File: src/rtl/dsp_seq_alu_wide_if.sv
// Beat bus of the wide sequential ALU: operand/opcode strobes in, registered result and status out.
// The master drives beats; the ALU sits on the slave side.
interface dsp_seq_alu_wide_if #(
  parameter int DATA_W = 4,
  parameter int OP_W   = 8
);
  logic              process;
  logic              abort;
  logic              acc_sel;
  logic [DATA_W-1:0] data_in;
  logic [OP_W-1:0]   result;
  logic [3:0]        flags;
  logic              done;
  logic              ready;

  modport master (
    output process, abort, acc_sel, data_in,
    input  result, flags, done, ready
  );

  modport slave (
    input  process, abort, acc_sel, data_in,
    output result, flags, done, ready
  );
endinterface

File: src/rtl/dsp_seq_alu_wide.sv
// Sequential ALU that collects two OP_W-bit operands as LSB-first DATA_W-bit beats plus an
// opcode beat, then executes in one dedicated cycle; supports carry chaining and accumulator reuse.
module dsp_seq_alu_wide #(
  parameter int DATA_W = 4,
  parameter int OP_W   = 8
) (
  input  logic                 clk,
  input  logic                 reset_n,
  dsp_seq_alu_wide_if.slave    bus
);
  localparam int BEATS = OP_W / DATA_W;
  localparam int CNT_W = (BEATS > 1) ? $clog2(BEATS) : 1;
  localparam logic [CNT_W-1:0] LAST_BEAT = CNT_W'(BEATS - 1);
  localparam int MSB = OP_W - 1;

  typedef enum logic [3:0] {
    GET_OP1 = 4'b0001,
    GET_OP2 = 4'b0010,
    GET_OPC = 4'b0100,
    EXEC    = 4'b1000
  } state_t;

  typedef enum logic [3:0] {
    OP_ADD  = 4'h0, OP_SUB  = 4'h1, OP_AND  = 4'h2, OP_OR   = 4'h3,
    OP_NOT  = 4'h4, OP_NAND = 4'h5, OP_NOR  = 4'h6, OP_XOR  = 4'h7,
    OP_ADC  = 4'h8, OP_SBB  = 4'h9, OP_SHL  = 4'hA, OP_SHR  = 4'hB,
    OP_ASR  = 4'hC, OP_CMP  = 4'hD, OP_PASS = 4'hE, OP_NOP  = 4'hF
  } opcode_t;

  state_t           state;
  opcode_t          opcode;
  logic [CNT_W-1:0] cnt;
  logic [OP_W-1:0]  op1, op2, result_q;
  logic [3:0]       flags_q;   // {N, Z, C, V}
  logic             done_q;

  logic [OP_W:0]    wide;
  logic [OP_W-1:0]  res_n, val;
  logic             c_n, v_n;
  logic             cin;

  assign cin = flags_q[1];

  // NOTE: every variable written here gets a default first, so no path leaves one unassigned
  // and no latch is inferred.
  always_comb begin
    wide  = '0;
    res_n = result_q;
    val   = result_q;
    c_n   = 1'b0;
    v_n   = 1'b0;
    case (opcode)
      OP_ADD, OP_ADC: begin
        wide  = {1'b0, op1} + {1'b0, op2} + (OP_W+1)'(opcode == OP_ADC && cin);
        res_n = wide[MSB:0];
        val   = res_n;
        c_n   = wide[OP_W];
        v_n   = (op1[MSB] == op2[MSB]) && (res_n[MSB] != op1[MSB]);
      end
      OP_SUB, OP_SBB, OP_CMP: begin
        // Top bit of the OP_W+1 difference is the unsigned borrow.
        wide = {1'b0, op1} - {1'b0, op2} - (OP_W+1)'(opcode == OP_SBB && cin);
        val  = wide[MSB:0];
        c_n  = wide[OP_W];
        v_n  = (op1[MSB] != op2[MSB]) && (val[MSB] != op1[MSB]);
        if (opcode != OP_CMP) res_n = val;
      end
      OP_AND:  begin res_n = op1 & op2;    val = res_n; end
      OP_OR:   begin res_n = op1 | op2;    val = res_n; end
      OP_NOT:  begin res_n = ~op1;         val = res_n; end
      OP_NAND: begin res_n = ~(op1 & op2); val = res_n; end
      OP_NOR:  begin res_n = ~(op1 | op2); val = res_n; end
      OP_XOR:  begin res_n = op1 ^ op2;    val = res_n; end
      OP_SHL:  begin res_n = {op1[MSB-1:0], 1'b0};   val = res_n; c_n = op1[MSB]; end
      OP_SHR:  begin res_n = {1'b0, op1[MSB:1]};     val = res_n; c_n = op1[0];   end
      OP_ASR:  begin res_n = {op1[MSB], op1[MSB:1]}; val = res_n; c_n = op1[0];   end
      OP_PASS: begin res_n = op2;          val = res_n; end
      default: ;  // NOP keeps result; N/Z come from it, C=V=0
    endcase
  end

  // NOTE: sequential state uses non-blocking assignments only, so every register samples
  // pre-edge values regardless of statement order.
  always_ff @(posedge clk or negedge reset_n) begin
    if (!reset_n) begin
      state    <= GET_OP1;
      opcode   <= OP_ADD;
      cnt      <= '0;
      op1      <= '0;
      op2      <= '0;
      result_q <= '0;
      flags_q  <= '0;
      done_q   <= 1'b0;
    end else if (state == EXEC) begin
      result_q <= res_n;
      flags_q  <= {val[MSB], (val == '0), c_n, v_n};
      done_q   <= 1'b1;
      state    <= GET_OP1;
    end else if (bus.abort) begin
      state <= GET_OP1;
      cnt   <= '0;
    end else if (bus.process) begin
      case (state)
        GET_OP1: begin
          done_q <= 1'b0;
          if (cnt == '0 && bus.acc_sel) begin
            op1   <= result_q;
            state <= GET_OP2;
          end else begin
            op1[cnt*DATA_W +: DATA_W] <= bus.data_in;
            if (cnt == LAST_BEAT) begin
              cnt   <= '0;
              state <= GET_OP2;
            end else begin
              cnt <= cnt + 1'b1;
            end
          end
        end
        GET_OP2: begin
          op2[cnt*DATA_W +: DATA_W] <= bus.data_in;
          if (cnt == LAST_BEAT) begin
            cnt   <= '0;
            state <= GET_OPC;
          end else begin
            cnt <= cnt + 1'b1;
          end
        end
        GET_OPC: begin
          opcode <= opcode_t'(bus.data_in[3:0]);
          state  <= EXEC;
        end
        default: ;
      endcase
    end
  end

  assign bus.result = result_q;
  assign bus.flags  = flags_q;
  assign bus.done   = done_q;
  assign bus.ready  = (state != EXEC);
endmodule

File: src/flat_wrapper.sv
// flat-port wrapper written by rule: the top's interface ports become plain ports
module dsp_seq_alu_wide_flat 
#(
  parameter int DATA_W = 4,
  parameter int OP_W   = 8
)
  (clk, reset_n, bus_process, bus_abort, bus_acc_sel, bus_data_in, bus_result, bus_flags, bus_done, bus_ready);
  dsp_seq_alu_wide_if #(.DATA_W(DATA_W), .OP_W(OP_W)) bus_i ();
  input  logic clk;
  input  logic reset_n;
  input wire logic [$bits(bus_i.process)-1:0] bus_process;
  input wire logic [$bits(bus_i.abort)-1:0] bus_abort;
  input wire logic [$bits(bus_i.acc_sel)-1:0] bus_acc_sel;
  input wire logic [$bits(bus_i.data_in)-1:0] bus_data_in;
  output wire logic [$bits(bus_i.result)-1:0] bus_result;
  output wire logic [$bits(bus_i.flags)-1:0] bus_flags;
  output wire logic [$bits(bus_i.done)-1:0] bus_done;
  output wire logic [$bits(bus_i.ready)-1:0] bus_ready;
  assign bus_i.process = bus_process;
  assign bus_i.abort = bus_abort;
  assign bus_i.acc_sel = bus_acc_sel;
  assign bus_i.data_in = bus_data_in;
  assign bus_result = bus_i.result;
  assign bus_flags = bus_i.flags;
  assign bus_done = bus_i.done;
  assign bus_ready = bus_i.ready;
  dsp_seq_alu_wide #(.DATA_W(DATA_W), .OP_W(OP_W)) u_core (.clk(clk), .reset_n(reset_n), .bus(bus_i));
endmodule
File: config.mk
export PLATFORM = sky130hd
export DESIGN_NAME = dsp_seq_alu_wide_flat
export DESIGN_NICKNAME = d
export VERILOG_FILES = /design/src/rtl/dsp_seq_alu_wide_if.sv /design/src/rtl/dsp_seq_alu_wide.sv /design/src/flat_wrapper.sv
export SDC_FILE = /design/constraint.sdc
export NUM_CORES = 1
export LEC_CHECK = 0
export CORE_UTILIZATION = 50
export DETAILED_ROUTE_END_ITERATION = 12
export PLACE_DENSITY_LB_ADDON = 0.3
export REMOVE_ABC_BUFFERS = 1
export SLEW_MARGIN = 20
export SYNTH_ARGS = -nofsm -noshare
export SYNTH_HDL_FRONTEND = slang
export SYNTH_SLANG_ARGS = --single-unit
File: constraint.sdc
create_clock -name clk -period 4.6 [get_ports clk]
set_clock_uncertainty 0.1 [all_clocks]
set_input_delay 0.46 -clock clk [delete_from_list [all_inputs] [get_ports clk]]
set_output_delay 0.46 -clock clk [all_outputs]
set_load 0.05 [all_outputs]
; Word-level counts from Yosys, hierarchy flattened
; Index checks and enable logic that the tools add are counted.
[classes]
add_sub_neg = 6
n_eq_ne = 29
shifts = 2
mux = 24
bitwise_logic = 9
n_reduce_logical = 24
[ops]
columns = op, count
row1 = case mux 8 bit (12 select lines), 2
row2 = negation 3 -> 34 bit, 1
row3 = variable shift 4 x 34 -> 8 bit (first input constant), 1
row4 = indexed part select 4 x 34 -> 8 bit, 1
row5 = equality test 4 bit (second input constant), 8
row6 = two-way mux 4 bit, 6
row7 = inverter 8 bit, 3
row8 = equality test 4 x 3 -> 1 bit (second input constant), 5
row9 = AND reduction 4 bit, 5
row10 = bitwise mux 8 bit, 2
row11 = two-way mux 8 bit, 2
row12 = equality test 4 x 2 -> 1 bit (second input constant), 3
row13 = case mux 4 bit (3 select lines), 1
row14 = nonzero test 12 bit, 1
row15 = adder 8 x 8 -> 9 bit, 1
row16 = adder 9 x 1 -> 9 bit, 1
row17 = subtractor 8 x 8 -> 9 bit, 1
row18 = subtractor 9 x 1 -> 9 bit, 1
row19 = AND 8 bit, 1
row20 = equality test 4 x 1 -> 1 bit (second input constant), 2
row21 = logical NOT 8 bit, 1
row22 = two-way mux 1 bit, 8
row23 = != test 4 bit (second input constant), 2
row24 = OR 8 bit, 1
row25 = 19 further kinds, 34
[word_totals]
ff_bits = 38
inputBits = 9
output_inout_bits = 14

; Depth between registers and ports, before layout
[depth]
word_depth = 7
mapped_depth = 15
mapped_depth_nobuf = 13

; Worst setup path before layout
; OpenSTA, ideal clock, no wires.
[synth_path]
kind = register to register
startpoint = register u_core.opcode[0]
endpoint = register u_core.flags_q[2], in the netlist u_core.bus.flags[2]
t_arrival_ns = 3.132
required_ns = 4.428
slack_ns = 1.296
path_stages_with_launch = 14
synth_period_minus_slack_ns = 3.304
path_cell_list = dfrtp_1 -> buf_2 -> buf_2 -> nor2b_1 -> nand3_1 -> fa_1 -> fa_1 -> nor3b_1 -> o21ai_2 -> a31oi_1 -> or4_4 -> nor4_2 -> a31oi_1 -> nor2_1
[synth_between]
elab_chain_len = 5
word_cells_on_any_way = 23
[synth_rtl]
columns = element, line_no
row1 = from (decl), dsp_seq_alu_wide.sv:31  ; opcode_t opcode;
row2 = from (signal assigned), dsp_seq_alu_wide.sv:129  ; opcode <= opcode_t'(bus.data_in[3:0]);
row3 = equality test 4 bit (on tied branches), --
row4 = logical AND 1 bit (on tied branches), "dsp_seq_alu_wide.sv:62, dsp_seq_alu_wide.sv:54"
row5 = subtractor 9 x 1 -> 9 bit or adder 9 x 1 -> 9 bit (tied branches), "dsp_seq_alu_wide.sv:62, dsp_seq_alu_wide.sv:54"
row6 = case mux 8 bit (12 select lines) (*), dsp_seq_alu_wide.sv:52  ; case (opcode)
row7 = logical NOT 8 bit (*), dsp_seq_alu_wide.sv:96  ; flags_q <= {val[MSB], (val == '0), c_n, v_n};
row8 = to (signal assigned), dsp_seq_alu_wide.sv:96
row9 = to (decl), dsp_seq_alu_wide.sv:34  ; logic [3:0] flags_q;
; Mark *: on every way between the ends. The rest lies on a longest branch, timed or not.
; A chain may end at the register's enable or synchronous reset.

; Worst setup path in the final report
; Ends and elaborated chain as after synthesis.

==> summary.json <==
{
  "ant_nets": {"value": 0},
  "total_of_max_cap_violations": {"value": 0},
  "die_height": {"value": 87.8, "unit": "µm"},
  "syn_area": {"value": 3680, "unit": "µm²"},
  "globalRoute.totalOverflow": {"value": 0},
  "post_synth_edffs": {"value": 0},
  "dp.cells": {"value": 536},
  "ys_async_sr_fraction": {"value": 100, "unit": "%"},
  "pin_count_of_the_biggest_net_entering_global_routing": {"value": 41},
  "synth_sequential_area_ratio": {"value": 25.9, "unit": "%"},
  "synth-main-ff-cell": {"value": "dfrtp_1"},
  "vdd.ir_drop.worst": {"value": 0.602, "unit": "mV"},
  "critPathRequiredTime": {"value": 4.72, "unit": "ns"},
  "via_per_inst": {"value": 6.41},
  "rows": {"value": 30},
  "drive_gt1_share": {"value": 9.60, "unit": "%"},
  "floorplan.initialDensity": {"value": 53.0, "unit": "%"},
  "cts.hold.buffers_added": {"value": 0},
  "grt_pass1_vias": {"value": 3300},
  "global_route.usage.total": {"value": 30.2, "unit": "%"},
  "cts.path.max_buffers": {"value": 2},
  "cts_post_setup_buffers_inserted": {"value": 0},
  "dr.pass1.iters": {"value": 5},
  "worst_r2r_path_depth": {"value": 12},
  "crit_slowest_cell": {"value": "a2111oi_0"},
  "diodes": {"value": 0},
  "period_minus_slack": {"value": 3.53, "unit": "ns"},
  "worst_r2r_endpoint": {"value": "u_core.bus.flags[2]$_DFFE_PN0P_"},
  "synth_top_area_share": {"value": 25.2, "unit": "%"},
  "tightestPinTransition": {"value": 0.854, "unit": "ns"},
  "grt.met1_usage": {"value": 44.0, "unit": "%"},
  "core_region_area": {"value": 6940, "unit": "µm²"},
  "cts-htree-levels": {"value": 2},
  "fin_setup_tns": {"value": 0, "unit": "ns"},
  "synth_cells": {"value": 437},
  "post_synth.cell_area_avg": {"value": 8.42, "unit": "µm²"},
  "seq_area": {"value": 952, "unit": "µm²"},
  "ys_types": {"value": 69},
  "clock_tree.root_cell": {"value": "clkbuf_8"},
  "tritoncts_clock_tree": {"value": "yes"},
  "post-route-period-util": {"value": 76.7, "unit": "%"},
  "clock.fmax": {"value": 283, "unit": "MHz"},
  "synthesis.yosys.warnings": {"value": 0},
  "design.portCount": {"value": 23},
  "tritoncts.num_buffers": {"value": 5},
  "final_cell_count_no_fill": {"value": 544},
  "critical_path_peak_fanout": {"value": 11},
  "synthToLayoutAreaGrowth": {"value": 10.2, "unit": "%"},
  "synth.area.top_cells": {"value": "dfrtp_1, ha_1, mux2_2"},
  "die_area": {"value": 7710, "unit": "µm²"},
  "p_per_area": {"value": 707, "unit": "nW/µm²"},
  "place.gp.congestion": {"value": 0.982},
  "worst-setup-path-type": {"value": "flop to flop"},
  "final-max-slew-violation-count": {"value": 0},
  "postLayoutCellArea": {"value": 4060, "unit": "µm²"},
  "relSlewSlack": {"value": 43.0, "unit": "%"},
  "most_crowded_layer_after_global_routing": {"value": "met2"},
  "finish.net_count": {"value": 490},
  "groute.layer.met2.usage": {"value": 44.3, "unit": "%"},
  "hold_path_class": {"value": "input port to asynchronous set/reset pin"},
  "clock_transition_at_the_registers_of_the_reported_paths": {"value": 0.07, "unit": "ns"},
  "wire_length_of_the_first_global_routing_pass": {"value": 17.5, "unit": "mm"},
  "hold-worst-slack": {"value": 0.170, "unit": "ns"},
  "post-dp-hpwl": {"value": 8.21, "unit": "mm"},
  "timing.rr.start": {"value": "u_core.opcode[0]$_DFFE_PN0P_"},
  "skew_pair_late_insertion_delay": {"value": 0.29, "unit": "ns"},
  "cp-start-kind": {"value": "flop"},
  "path_cells": {"value": "nor2b_1 > nand3_1 > fa_1 > ha_1 > a211o_1 > nor2_1 > nor3b_1 > a2111oi_0 > nand3_1 > nor4_2 > a31oi_1 > nor2_1"},
  "timing.final.hold_violations": {"value": 0},
  "timing.critical_path.from": {"value": "u_core.opcode[0]$_DFFE_PN0P_"},
  "unrepaired_setup_endpoints_after_global_routing": {"value": "false"},
  "crit_path_largest_cell_delay": {"value": 0.56, "unit": "ns"},
  "endpoint": {"value": "u_core.bus.flags[2]$_DFFE_PN0P_"},
  "worst_setup_path_end_kind": {"value": "flop"},
  "drt-total-wl": {"value": 11.0, "unit": "mm"},
  "cp.arrival": {"value": 3.65, "unit": "ns"},
  "globalRouteMet3Util": {"value": 4.43, "unit": "%"},
  "drc": {"value": 0},
  "total_power": {"value": 0.00287, "unit": "W"},
  "die_w": {"value": 87.8, "unit": "µm"},
  "fill_cells": {"value": 633},
  "leakagePower": {"value": 1.67, "unit": "nW"},
  "yosys.area.top_type": {"value": "dfrtp_1"},
  "initial_antenna_violation_count": {"value": 0},
  "run_status": {"value": "finished clean"},
  "drt_iter0_markers": {"value": 348},
  "detailroute.via_count": {"value": 3488},
  "multiInputGateArea": {"value": 2490, "unit": "µm²"},
  "routed_length_per_instance": {"value": 20.2, "unit": "µm"},
  "post_dp_cell_area": {"value": 3940, "unit": "µm²"},
  "postSynthRegisterBits": {"value": 38},
  "post_cts_resized": {"value": 0},
  "numPortBuffers": {"value": 22},
  "clock_sink_count": {"value": 38},
  "setup_viol": {"value": 0},
  "r2r_setup_slack": {"value": 1.07, "unit": "ns"}
}
[how the worst min path moves through the flow]
stage,end,slack (ns),cells after the start,from
after detailed placement,u_core.bus.flags[3]$_DFFE_PN0P_,0.38,2,u_core.bus.flags[3]$_DFFE_PN0P_
after CTS,u_core.state[1]$_DFFE_PN0P_,0.19,1,reset_n
after floorplan,u_core.bus.done$_DFFE_PN0P_,0.06,0,reset_n
final,u_core.op1[5]$_DFFE_PN0P_,0.17,1,reset_n
after global routing,u_core.op1[5]$_DFFE_PN0P_,0.23,1,reset_n
after global placement,u_core.bus.flags[0]$_DFFE_PN0P_,0.37,2,u_core.bus.flags[0]$_DFFE_PN0P_
[stage by stage]
step / util, % / setup WS, ns
finish: 58.4 / 1.07
floorplan: - / 0.821
CTS: 58.4 / 1.11
global route: 58.4 / 0.854
global placement: 56.7 / 1.32
detailed placement: 56.7 / 1.21
[cells by family (layout without fill, tap and decap cells)]
family                     after synthesis  count (layout)  share of synthesized area, %
and+or+nand+nor                        137             137                          19.8
AOI/OAI and AO/OA                      132             132                          24.6
buffers and inverters                   57              68                          6.56
DFF                                     38              38                          25.9
adders and majority gates               34              34                          12.4
muxes                                   28              28                          8.16
xor gates and xnor gates                11              11                          2.62
[per-layer routing]
layer	share of wire, %	vias to the layer above
met3	8.8	39
met4	4.0	0
met5	0	-
li1	-	1616
met2	43	193
met1	44	1640
[final cells by class]
type / count / area share [%]
clock buffers: 7 / 2.13
clock inverters: 1 / 0.740
inverters: 32 / 2.96
multi-input cells: 342 / 61.3
flip-flops and latches: 38 / 23.5
well taps: 96 / 2.96
repair buffers: 28 / 6.42
[Yosys cell counts (all sizes together) (4+ instances only)]
master / number
dfrtp: 37
nand2: 36
inv: 32
ha: 30
nor2: 29
o21ai: 29
a21oi: 23
mux2: 16
buf: 15
nor2b: 13
mux2i: 12
a31oi: 10
clkbuf: 10
nand3: 10
nand2b: 8
nor3: 8
o211ai: 8
a211oi: 6
a22oi: 6
o21a: 6
o22a: 6
xnor2: 6
a2111oi: 5
xor2: 5
fa: 4
nand3b: 4
nor4: 4
o32ai: 4
or3: 4
[placed cells by master (no fill, tap or decap), drive strengths merged, types with 5 or more instances in the layout]
cell type | netlist | routed
a2111oi | 5 | 5
a211oi | 6 | 6
a21oi | 23 | 23
a22oi | 6 | 6
a31oi | 10 | 10
buf | 15 | 7
clkbuf | 10 | 7
clkdlybuf4s50 | 0 | 21
dfrtp | 37 | 37
ha | 30 | 30
inv | 32 | 32
mux2 | 16 | 16
mux2i | 12 | 12
nand2 | 36 | 36
nand2b | 8 | 8
nand3 | 10 | 10
nor2 | 29 | 29
nor2b | 13 | 13
nor3 | 8 | 8
o211ai | 8 | 8
o21a | 6 | 6
o21ai | 29 | 29
o22a | 6 | 6
xnor2 | 6 | 6
xor2 | 5 | 5
[state kept, by name (all words and copies together), names as in the netlist]
| register | cells |
|---|---|
| u_core.op1 | 8 |
| u_core.cnt | 1 |
| u_core.opcode | 4 |
| u_core.state | 4 |
| u_core.op2 | 8 |
| u_core.bus.result | 8 |
| u_core.bus.flags | 4 |
| u_core.bus.done | 1 |
[worst max-delay path: cells and delay by family, from the launching register on]
kind / cells / cell delay [ns]
adder cells (fa/ha/maj): 2 / 0.75
flip-flops: 1 / 0.53
AND/OR/NAND/NOR: 7 / 1.07
AO/OA/AOI/OAI: 3 / 0.99
[where the power goes]
part | switching, W | internal (W)
logic | 0.00117 | 0.000739
registers | 0.000211 | 0.000452
clock network | 0.000119 | 0.000177
total | 0.00150 | 0.00137
No activity file was read; power rests on OpenSTA's default activity.
